$ cat src/rtl/uart_rx_fifo.sv
`default_nettype none
// ============================================================================
//  Module      : uart_rx_fifo
//  Description : UART receiver with a first-word-fall-through receive FIFO.
//                The serial line is resynchronised, framed by a mid-bit
//                sampling FSM (start / data / optional parity / stop), and
//                good words are pushed into a small circular FIFO. Framing,
//                parity and overrun problems are reported as one-cycle
//                pulses.
//
//  Parameters  : CLKS_PER_BIT  clk cycles per serial bit (>= 8)
//                DATA_BITS     data bits per frame (5..9), LSB first
//                PARITY        0 = none, 1 = odd, 2 = even
//                STOP_BITS     stop bits checked per frame (1 or 2)
//                FIFO_DEPTH    receive FIFO entries (power of 2, >= 2)
//
//  Ports       : clk         rising-edge clock for all logic
//                reset       synchronous, active-high reset
//                UART_RX     asynchronous serial input, idle high
//                rd_en       pop the head entry (ignored while empty)
//                rd_data     head entry, valid while empty = 0
//                empty/full  FIFO occupancy flags (derived from count)
//                count       FIFO occupancy
//                frame_err   pulse: a stop bit was sampled low
//                parity_err  pulse: parity check failed, frame dropped
//                overrun     pulse: good frame dropped, FIFO full
//
//  Revision    : 1.0  initial release
// ============================================================================
module uart_rx_fifo #(
    parameter int CLKS_PER_BIT = 5208,
    parameter int DATA_BITS    = 8,
    parameter int PARITY       = 0,
    parameter int STOP_BITS    = 1,
    parameter int FIFO_DEPTH   = 4
) (
    input  logic                          clk,
    input  logic                          reset,
    input  logic                          UART_RX,
    input  logic                          rd_en,
    output logic [DATA_BITS-1:0]          rd_data,
    output logic                          empty,
    output logic                          full,
    output logic [$clog2(FIFO_DEPTH):0]   count,
    output logic                          frame_err,
    output logic                          parity_err,
    output logic                          overrun
);

    // ------------------------------------------------------------------------
    // Constants
    // ------------------------------------------------------------------------
    localparam int c_TMR_W = $clog2(CLKS_PER_BIT);
    localparam int c_PTR_W = $clog2(FIFO_DEPTH);
    localparam int c_CNT_W = c_PTR_W + 1;
    localparam int c_IDX_W = 4;

    // The timer is cleared on the cycle after each sample, so a sample that
    // must land N cycles after the previous one fires when the timer reads N-1.
    localparam logic [c_TMR_W-1:0] c_HALF_M1  = c_TMR_W'(CLKS_PER_BIT / 2 - 1);
    localparam logic [c_TMR_W-1:0] c_FULL_M1  = c_TMR_W'(CLKS_PER_BIT - 1);
    localparam logic [c_IDX_W-1:0] c_LAST_DAT = c_IDX_W'(DATA_BITS - 1);
    localparam logic [c_IDX_W-1:0] c_LAST_STP = c_IDX_W'(STOP_BITS - 1);
    localparam logic [c_CNT_W-1:0] c_DEPTH    = c_CNT_W'(FIFO_DEPTH);

    typedef enum logic [2:0] {
        S_IDLE    = 3'd0,
        S_START   = 3'd1,
        S_DATA    = 3'd2,
        S_PAR     = 3'd3,
        S_STOP    = 3'd4,
        S_WAIT_HI = 3'd5
    } state_t;

    // ------------------------------------------------------------------------
    // Input synchroniser
    // ------------------------------------------------------------------------
    logic r_sync1_q, r_sync2_q;
    logic w_sync1_d, w_sync2_d;
    logic w_rxs;

    always_comb begin
        w_sync1_d = UART_RX;
        w_sync2_d = r_sync1_q;
    end

    // Flops reset to the idle (high) line level so reset never fakes a start bit.
    always_ff @(posedge clk) begin
        if (reset) begin
            r_sync1_q <= 1'b1;
            r_sync2_q <= 1'b1;
        end else begin
            r_sync1_q <= w_sync1_d;
            r_sync2_q <= w_sync2_d;
        end
    end

    assign w_rxs = r_sync2_q;

    // ------------------------------------------------------------------------
    // Receive FSM
    // ------------------------------------------------------------------------
    state_t                 r_state_q,      w_state_d;
    logic [c_TMR_W-1:0]     r_timer_q,      w_timer_d;
    logic [c_IDX_W-1:0]     r_idx_q,        w_idx_d;
    logic [DATA_BITS-1:0]   r_shift_q,      w_shift_d;
    logic                   r_par_q,        w_par_d;
    logic                   r_par_ok_q,     w_par_ok_d;
    logic                   r_push_q,       w_push_d;
    logic                   r_frame_err_q,  w_frame_err_d;
    logic                   r_parity_err_q, w_parity_err_d;

    always_ff @(posedge clk) begin
        if (reset) begin
            r_state_q      <= S_IDLE;
            r_timer_q      <= '0;
            r_idx_q        <= '0;
            r_shift_q      <= '0;
            r_par_q        <= 1'b0;
            r_par_ok_q     <= 1'b0;
            r_push_q       <= 1'b0;
            r_frame_err_q  <= 1'b0;
            r_parity_err_q <= 1'b0;
        end else begin
            r_state_q      <= w_state_d;
            r_timer_q      <= w_timer_d;
            r_idx_q        <= w_idx_d;
            r_shift_q      <= w_shift_d;
            r_par_q        <= w_par_d;
            r_par_ok_q     <= w_par_ok_d;
            r_push_q       <= w_push_d;
            r_frame_err_q  <= w_frame_err_d;
            r_parity_err_q <= w_parity_err_d;
        end
    end

    always_comb begin
        w_state_d      = r_state_q;
        w_timer_d      = r_timer_q + c_TMR_W'(1);
        w_idx_d        = r_idx_q;
        w_shift_d      = r_shift_q;
        w_par_d        = r_par_q;
        w_par_ok_d     = r_par_ok_q;
        w_push_d       = 1'b0;
        w_frame_err_d  = 1'b0;
        w_parity_err_d = 1'b0;

        case (r_state_q)
            S_IDLE: begin
                w_timer_d = '0;
                if (!w_rxs) begin
                    w_state_d = S_START;
                    w_idx_d   = '0;
                    w_par_d   = 1'b0;
                end
            end

            // Mid-start-bit check: a line already back high was a glitch.
            S_START: begin
                if (r_timer_q == c_HALF_M1) begin
                    w_timer_d = '0;
                    w_state_d = w_rxs ? S_IDLE : S_DATA;
                end
            end

            // LSB arrives first, so shift in at the top and move right.
            S_DATA: begin
                if (r_timer_q == c_FULL_M1) begin
                    w_timer_d = '0;
                    w_shift_d = {w_rxs, r_shift_q[DATA_BITS-1:1]};
                    w_par_d   = r_par_q ^ w_rxs;
                    if (r_idx_q == c_LAST_DAT) begin
                        w_idx_d    = '0;
                        w_par_ok_d = 1'b1;
                        w_state_d  = (PARITY != 0) ? S_PAR : S_STOP;
                    end else begin
                        w_idx_d = r_idx_q + c_IDX_W'(1);
                    end
                end
            end

            // Verdict is held until the stop bits are known, because a bad
            // stop bit outranks a parity failure.
            S_PAR: begin
                if (r_timer_q == c_FULL_M1) begin
                    w_timer_d  = '0;
                    w_par_ok_d = (PARITY == 1) ?  (r_par_q ^ w_rxs)
                                               : ~(r_par_q ^ w_rxs);
                    w_state_d  = S_STOP;
                end
            end

            // Returning to IDLE at mid-stop-bit lets the next start edge be
            // caught even when frames are sent back to back.
            S_STOP: begin
                if (r_timer_q == c_FULL_M1) begin
                    w_timer_d = '0;
                    if (!w_rxs) begin
                        w_frame_err_d = 1'b1;
                        w_state_d     = S_WAIT_HI;
                    end else if (r_idx_q == c_LAST_STP) begin
                        w_state_d = S_IDLE;
                        if (r_par_ok_q) begin
                            w_push_d = 1'b1;
                        end else begin
                            w_parity_err_d = 1'b1;
                        end
                    end else begin
                        w_idx_d = r_idx_q + c_IDX_W'(1);
                    end
                end
            end

            // A held-low line (break) must not re-trigger framing errors.
            S_WAIT_HI: begin
                w_timer_d = '0;
                if (w_rxs) begin
                    w_state_d = S_IDLE;
                end
            end

            default: begin
                w_state_d = S_IDLE;
                w_timer_d = '0;
            end
        endcase
    end

    // ------------------------------------------------------------------------
    // Receive FIFO
    // ------------------------------------------------------------------------
    // r_shift_q is stable for at least half a bit after the final stop
    // sample, so it can be written directly on the push cycle.
    logic [DATA_BITS-1:0]   r_mem_q [FIFO_DEPTH];
    logic [c_PTR_W-1:0]     r_wr_ptr_q,  w_wr_ptr_d;
    logic [c_PTR_W-1:0]     r_rd_ptr_q,  w_rd_ptr_d;
    logic [c_CNT_W-1:0]     r_count_q,   w_count_d;
    logic                   r_overrun_q, w_overrun_d;
    logic                   w_empty, w_full;
    logic                   w_do_pop, w_do_push;

    assign w_empty = (r_count_q == '0);
    assign w_full  = (r_count_q == c_DEPTH);

    // A pop in the same cycle frees the slot, so a push into a full FIFO
    // is still accepted when rd_en is high.
    always_comb begin
        w_do_pop    = rd_en && !w_empty;
        w_do_push   = r_push_q && (!w_full || w_do_pop);
        w_overrun_d = r_push_q && w_full && !rd_en;

        w_wr_ptr_d  = r_wr_ptr_q;
        w_rd_ptr_d  = r_rd_ptr_q;
        w_count_d   = r_count_q;

        if (w_do_push) begin
            w_wr_ptr_d = r_wr_ptr_q + c_PTR_W'(1);
        end
        if (w_do_pop) begin
            w_rd_ptr_d = r_rd_ptr_q + c_PTR_W'(1);
        end

        case ({w_do_push, w_do_pop})
            2'b10:   w_count_d = r_count_q + c_CNT_W'(1);
            2'b01:   w_count_d = r_count_q - c_CNT_W'(1);
            default: w_count_d = r_count_q;
        endcase
    end

    always_ff @(posedge clk) begin
        if (reset) begin
            r_wr_ptr_q  <= '0;
            r_rd_ptr_q  <= '0;
            r_count_q   <= '0;
            r_overrun_q <= 1'b0;
        end else begin
            r_wr_ptr_q  <= w_wr_ptr_d;
            r_rd_ptr_q  <= w_rd_ptr_d;
            r_count_q   <= w_count_d;
            r_overrun_q <= w_overrun_d;
        end
    end

    // Storage needs no reset: entries are only visible once counted.
    always_ff @(posedge clk) begin
        if (w_do_push) begin
            r_mem_q[r_wr_ptr_q] <= r_shift_q;
        end
    end

    // ------------------------------------------------------------------------
    // Outputs
    // ------------------------------------------------------------------------
    assign rd_data    = r_mem_q[r_rd_ptr_q];
    assign empty      = w_empty;
    assign full       = w_full;
    assign count      = r_count_q;
    assign frame_err  = r_frame_err_q;
    assign parity_err = r_parity_err_q;
    assign overrun    = r_overrun_q;

endmodule
`default_nettype wire

$ cat config.mk
export PLATFORM = sky130hd
export DESIGN_NAME = uart_rx_fifo
export DESIGN_NICKNAME = d
export VERILOG_FILES = /design/src/rtl/uart_rx_fifo.sv
export SDC_FILE = /design/constraint.sdc
export NUM_CORES = 1
export LEC_CHECK = 0
export BUFFER_PORTS_ARGS = -buffer_cell sky130_fd_sc_hd__buf_2
export CAP_MARGIN = 20
export CELL_PAD_IN_SITES_DETAIL_PLACEMENT = 1
export CELL_PAD_IN_SITES_GLOBAL_PLACEMENT = 1
export CORE_MARGIN = 1
export CORE_UTILIZATION = 44
export DETAILED_ROUTE_END_ITERATION = 6
export PLACE_DENSITY_LB_ADDON = 0.15
export SYNTH_ARGS = -nofsm -noshare
export SYNTH_HDL_FRONTEND = slang
export SYNTH_SLANG_ARGS = --single-unit
$ cat constraint.sdc
create_clock -name clk -period 1.9 [get_ports clk]
set_input_delay 0 -clock clk [delete_from_list [all_inputs] [get_ports clk]]
set_output_delay 0 -clock clk [all_outputs]
set_load 0.02 [all_outputs]
**After elaboration in Yosys (flattened, before gate mapping)**

Memories as Yosys holds them, arrays and structs flattened. A register that Yosys moved wholly into a read port is not among the register bits.
Cells that the tools add are included.

- Flip-flop bits (word level): 43
- Latch bits: 0
- Memory bits (writable): 32
- ROM bits: 0
- Output and inout port bits: 16
- Memories kept: 1

Memory list:

| name | depth | width | read ports | clocked after memory_dff | write ports | RTL line | RTL |
|---|---|---|---|---|---|---|---|
| r_mem_q | 4 | 8 | 1 | 1 | 1 | 234 | `logic [DATA_BITS-1:0] r_mem_q [FIFO_DEPTH];` |

- Add/subtract/negate cells: 6
- Multiply operators: 0
- Divide/modulo/power cells: 0
- $lt $le $gt $ge: 0
- Equal/unequal tests: 21
- Shift operators: 0
- Mux-type cells: 36
- Bitwise logic cells: 6
- Reduce and logical (&&, ||, !) cells: 23

Operators with widths:

| operator | count |
|---|---|
| 2-to-1 mux 3 bit | 9 |
| 2-to-1 mux 13 bit | 2 |
| case mux 13 bit (2 select lines) | 1 |
| 2-to-1 mux 4 bit | 6 |
| inequality test 2 bit (second input constant) | 9 |
| case mux 3 bit (6 select lines) | 1 |
| adder 13 x 1 -> 13 bit (second input constant) | 1 |
| equality test 13 x 12 -> 1 bit (second input constant) | 1 |
| equality test 13 bit (second input constant) | 1 |
| case mux 4 bit (3 select lines) | 1 |
| 2-to-1 mux 1 bit | 10 |
| equality test 3 bit (second input constant) | 3 |
| AND reduction 8 bit | 1 |
| equality test 3 x 2 -> 1 bit (second input constant) | 2 |
| logical NOT 3 bit | 2 |
| 2-to-1 mux 2 bit | 3 |
| case mux 3 bit (2 select lines) | 1 |
| AND reduction 6 bit | 1 |
| nonzero test 2 bit | 3 |
| OR reduction 3 bit | 2 |
| NOT 1 bit | 5 |
| OR reduction 5 bit | 1 |
| adder 2 x 1 -> 2 bit (second input constant) | 2 |
| adder 4 x 1 -> 4 bit (second input constant) | 1 |
| 17 further kinds | 23 |

**Depth between registers and ports, before layout**

- Depth in word-level cells: 7
- Mapped depth: 8

**Least setup slack after synthesis**

No wires, ideal clock.

- Path kind: reg-to-reg
- Start: register r_timer_q[0]
- End: register r_state_q[0]
- Data arrival time: 1.792 ns
- Required time: 1.829 ns
- Path slack: 0.037 ns
- Cell stages (with the launch flop): 8
- Cells stage by stage: dfxtp_1 > ha_1 > and4bb_2 > and3_1 > clkbuf_2 > o32ai_2 > or4_1 > a21oi_1

- Cells in the longest elaborated chain, start to end: 3
- Elaborated cells on any way between the ends: 7
- Those cells by class: 6 x eq/ne; 1 x reduce/logical

Ends and longest elaborated chain:

| element | RTL line | RTL |
|---|---|---|
| start: declaration | 104 | `logic [c_TMR_W-1:0] r_timer_q, w_timer_d;` |
| start signal: assignment | 126 | `r_timer_q <= w_timer_d;` |
| equality test 13 bit or equality test 13 x 12 -> 1 bit (tied branches) | - |  |
| inequality test 2 bit (no source line) | - |  |
| AND reduction 8 bit (no source line) * | - |  |
| end signal: assignment | 125 | `r_state_q <= w_state_d;` |
| end: declaration | 103 | `state_t r_state_q, w_state_d;` |

Every way passes the cells marked *; elsewhere a longest branch is shown, timed or not.
A chain may end at the register's enable or synchronous reset.

**Worst setup path after layout**

- Start: register r_timer_q[4]
- End: register r_state_q[1]

The elaborated chain is that of the path after synthesis.

==> flow_metrics.py <==
metrics = {
    "routing": {
        "vias": 2184,
        "wirelength_um": 6540,
        "wl_per_cell_um": 15.7,
        "dr.pass1.iters": 4,
        "drc": 0,
        "post_drt_via_cell_ratio": 5.24,
        "first_iter_violations": 84,
        "ant_nets": 0,
    },
    "timing": {
        "rsz0062_at_grt": "yes",
        "setup_viol": 1,
        "period_share": 1.02,
        "finalHoldViolations": 0,
        "finalSetupTns_ps": -45.4,
        "setup_slack_ps": -45.4,
        "fin_crit_ps": 1950,
        "slew_viol_final": 0,
        "worst_slew_pin_slew_ps": 584,
        "max_freq_ghz": 0.514,
        "finClkSkew_ps": 11.8,
        "slew_headroom": 0.611,
    },
    "worst_setup_path": {
        "critPathKind": "flop to flop",
        "worst_ep_required_time_ps": 2180,
        "path_max_fanout": 6,
        "reg2reg_slack_ps": -50,
        "cp-start-kind": "flop",
        "end_kind": "flop",
        "crit_path_max_incr_delay_ps": 540,
        "worst_ep_arrival_time_ps": 2230,
        "cp_cell_sequence": "or4_4, nor3_4, o32ai_4, or4b_4, a21oi_2",
        "cpMaxStageDelayCell": "or4_4",
    },
    "global_route": {
        "grt_pass1_vias": 2261,
        "antenna_found_initial": 0,
        "overflow": 0,
        "grt_max_degree": 32,
        "grt_first_pass_wirelength_um": 11000,
        "grt_usage": 0.192,
    },
    "power_and_ir_drop": {
        "peakVddDrop_mv": 0.378,
        "p_total_mw": 2.98,
        "power.density_nw_per_um2": 769,
        "power.leakage_nw": 1.48,
    },
    "final_layout": {
        "syn2layout_area_growth_pct": 19.1,
        "multi_input_area_sq_um": 1390,
        "mostFrequentLayoutCells": "43 x dfxtp_1, 33 x nor2_1, 32 x edfxtp_1",
        "fin_nets": 328,
        "final_common_cell": "dfxtp_1",
        "drive_above_1_share": 0.280,
        "utilization": 0.555,
        "seq_area_sq_um": 1860,
        "n_fill_cell": 767,
        "antenna_cells": 0,
    },
    "outcome": {
        "violations": "setup timing",
        "status": "finished with violations",
    },
    "logic_synthesis": {
        "yosysSeqAreaShare": 0.572,
        "synthCells": 276,
        "async_flop_share": 0,
        "syn-num-nets": 288,
        "yosysUniqueCellTypes": 49,
        "synth_seq_cells": 77,
        "synth_ff_type": "dfxtp_1",
        "synth.avg_cell_area_sq_um": 11.8,
        "synth_warnings": 0,
        "synth-edff-count": 32,
        "synth_area_sq_um": 3250,
    },
    "floorplan": {
        "io_pins": 20,
        "dieArea_sq_um": 7740,
        "initial_core_util": 0.466,
        "coreArea_sq_um": 6980,
        "fp.dieW_um": 88,
        "die-height_um": 88,
        "num_rows": 30,
    },
    "placement": {
        "gp_congestion": 0.762,
        "portBuffers": 19,
        "place_hpwl_um": 4420,
    },
    "cts": {
        "cts_tree": "done",
        "cts_buffers": 9,
        "clkLatencyLatePin_ps": 360,
        "cts.path.max_buffers": 2,
        "clock-sinks": 77,
        "cts-root-buf": "clkbuf_8",
        "htreeDepth": 3,
        "path_clk_slew_ps": 90,
    },
    "job": {
        "maxCapViolCount": 0,
    },
    "hold_path": {
        "hold_class": "input pin to flop",
    },
}
## state kept, by name, indices dropped and copies added, names as in the netlist, named ones only
signal / flops
r_rd_ptr_q: 2
r_par_q: 1
r_shift_q: 8
parity_err: 1
r_idx_q: 4
r_push_q: 1
r_mem_q: 32
r_sync2_q: 1
r_sync1_q: 1
r_state_q: 3
r_timer_q: 13
overrun: 1
r_wr_ptr_q: 2
r_par_ok_q: 1
frame_err: 1
count: 3
## Yosys cell counts, types with 6 or more instances
cell type,instances,area share
a21oi_1,9,0.014
and3_1,7,0.013
clkbuf_1,8,0.0092
dfxtp_1,45,0.28
edfxtp_1,32,0.30
ha_1,7,0.027
inv_1,9,0.010
mux2i_1,8,0.025
mux4_2,8,0.055
nand2_1,13,0.015
nand2b_1,7,0.013
nand3_1,7,0.011
nor2_1,37,0.043
nor3_1,6,0.0092
xnor2_1,11,0.030
xor2_1,7,0.019
## power breakdown
group          switching [mW]  leakage (nW)  internal [mW]  total (mW)
Sequential            0.00829         0.660           1.71        1.72
Combinational          0.0437         0.726         0.0353      0.0790
Clock                   0.676        0.0907          0.506        1.18
Total                   0.728          1.48           2.25        2.98
## metrics by stage
step                      worst slack (ps)  instances  area, sq um  hold WS, ps
after global placement                26.0        399         3580          185
after detailed placement             -25.7        399         3580          190
after global routing                 -94.5        417         3880          155
after CTS                            -26.1        416         3800         47.8
after floorplan                       37.3        276         3250          104
final                                -45.4        417         3880          131
## repair_timing
item,in CTS,in global routing
endpoints found under the hold margin,1,1
setup endpoints to repair,4,20
pin swaps,0,7
resized for setup,2,19
setup buffers,0,0
hold buffers,1,1
## metal layers
| layer | routed length (um) | up-vias | GRT usage |
|---|---|---|---|
| met3 | 165 | 9 | 0.0462 |
| met2 | 3290 | 23 | 0.313 |
| met5 | 0 | - | 0 |
| met4 | 89 | 0 | 0.0805 |
| li1 | - | 1072 | - |
| met1 | 2990 | 1080 | 0.244 |
## cell families (layout without fill, tap and decap cells)
group / count (synthesis) / count (layout) / synth area share
flops: 77 / 77 / 0.572
compound gates: 30 / 30 / 0.0631
simple gates: 106 / 106 / 0.178
mux: 16 / 16 / 0.0800
fa+ha+maj: 8 / 8 / 0.0331
buf+inv: 21 / 66 / 0.0254
xor+xnor: 18 / 18 / 0.0484
## area by class of cell
cell class                      count  share of cell area
Sequential cell                    77               0.481
Multi-Input combinational cell    178               0.359
Timing Repair Buffer               41              0.0716
Clock buffer                        9              0.0319
Tap cell                           96              0.0310
Clock inverter                      7              0.0165
Inverter                            9             0.00871
## path summary, 6_finish.rpt
kind | from | to | cells past startpoint
worst max-delay path | r_timer_q[4]$_SDFF_PP0_ | r_state_q[1]$_SDFFE_PP0P_ | 5
worst min-delay path | reset | count[0]$_SDFFE_PP0P_ | 2
worst max register to register | r_timer_q[4]$_SDFF_PP0_ | r_state_q[1]$_SDFFE_PP0P_ | 5
worst min register to register | r_timer_q[0]$_SDFF_PP0_ | r_timer_q[0]$_SDFF_PP0_ | 1
## critical path, delay by kind of cell (launching register included)
kind | cells | cell delay (ps)
compound gates | 2 | 250
flops | 1 | 330
simple gates | 3 | 1290
No activity file was read; power rests on OpenSTA's default activity.
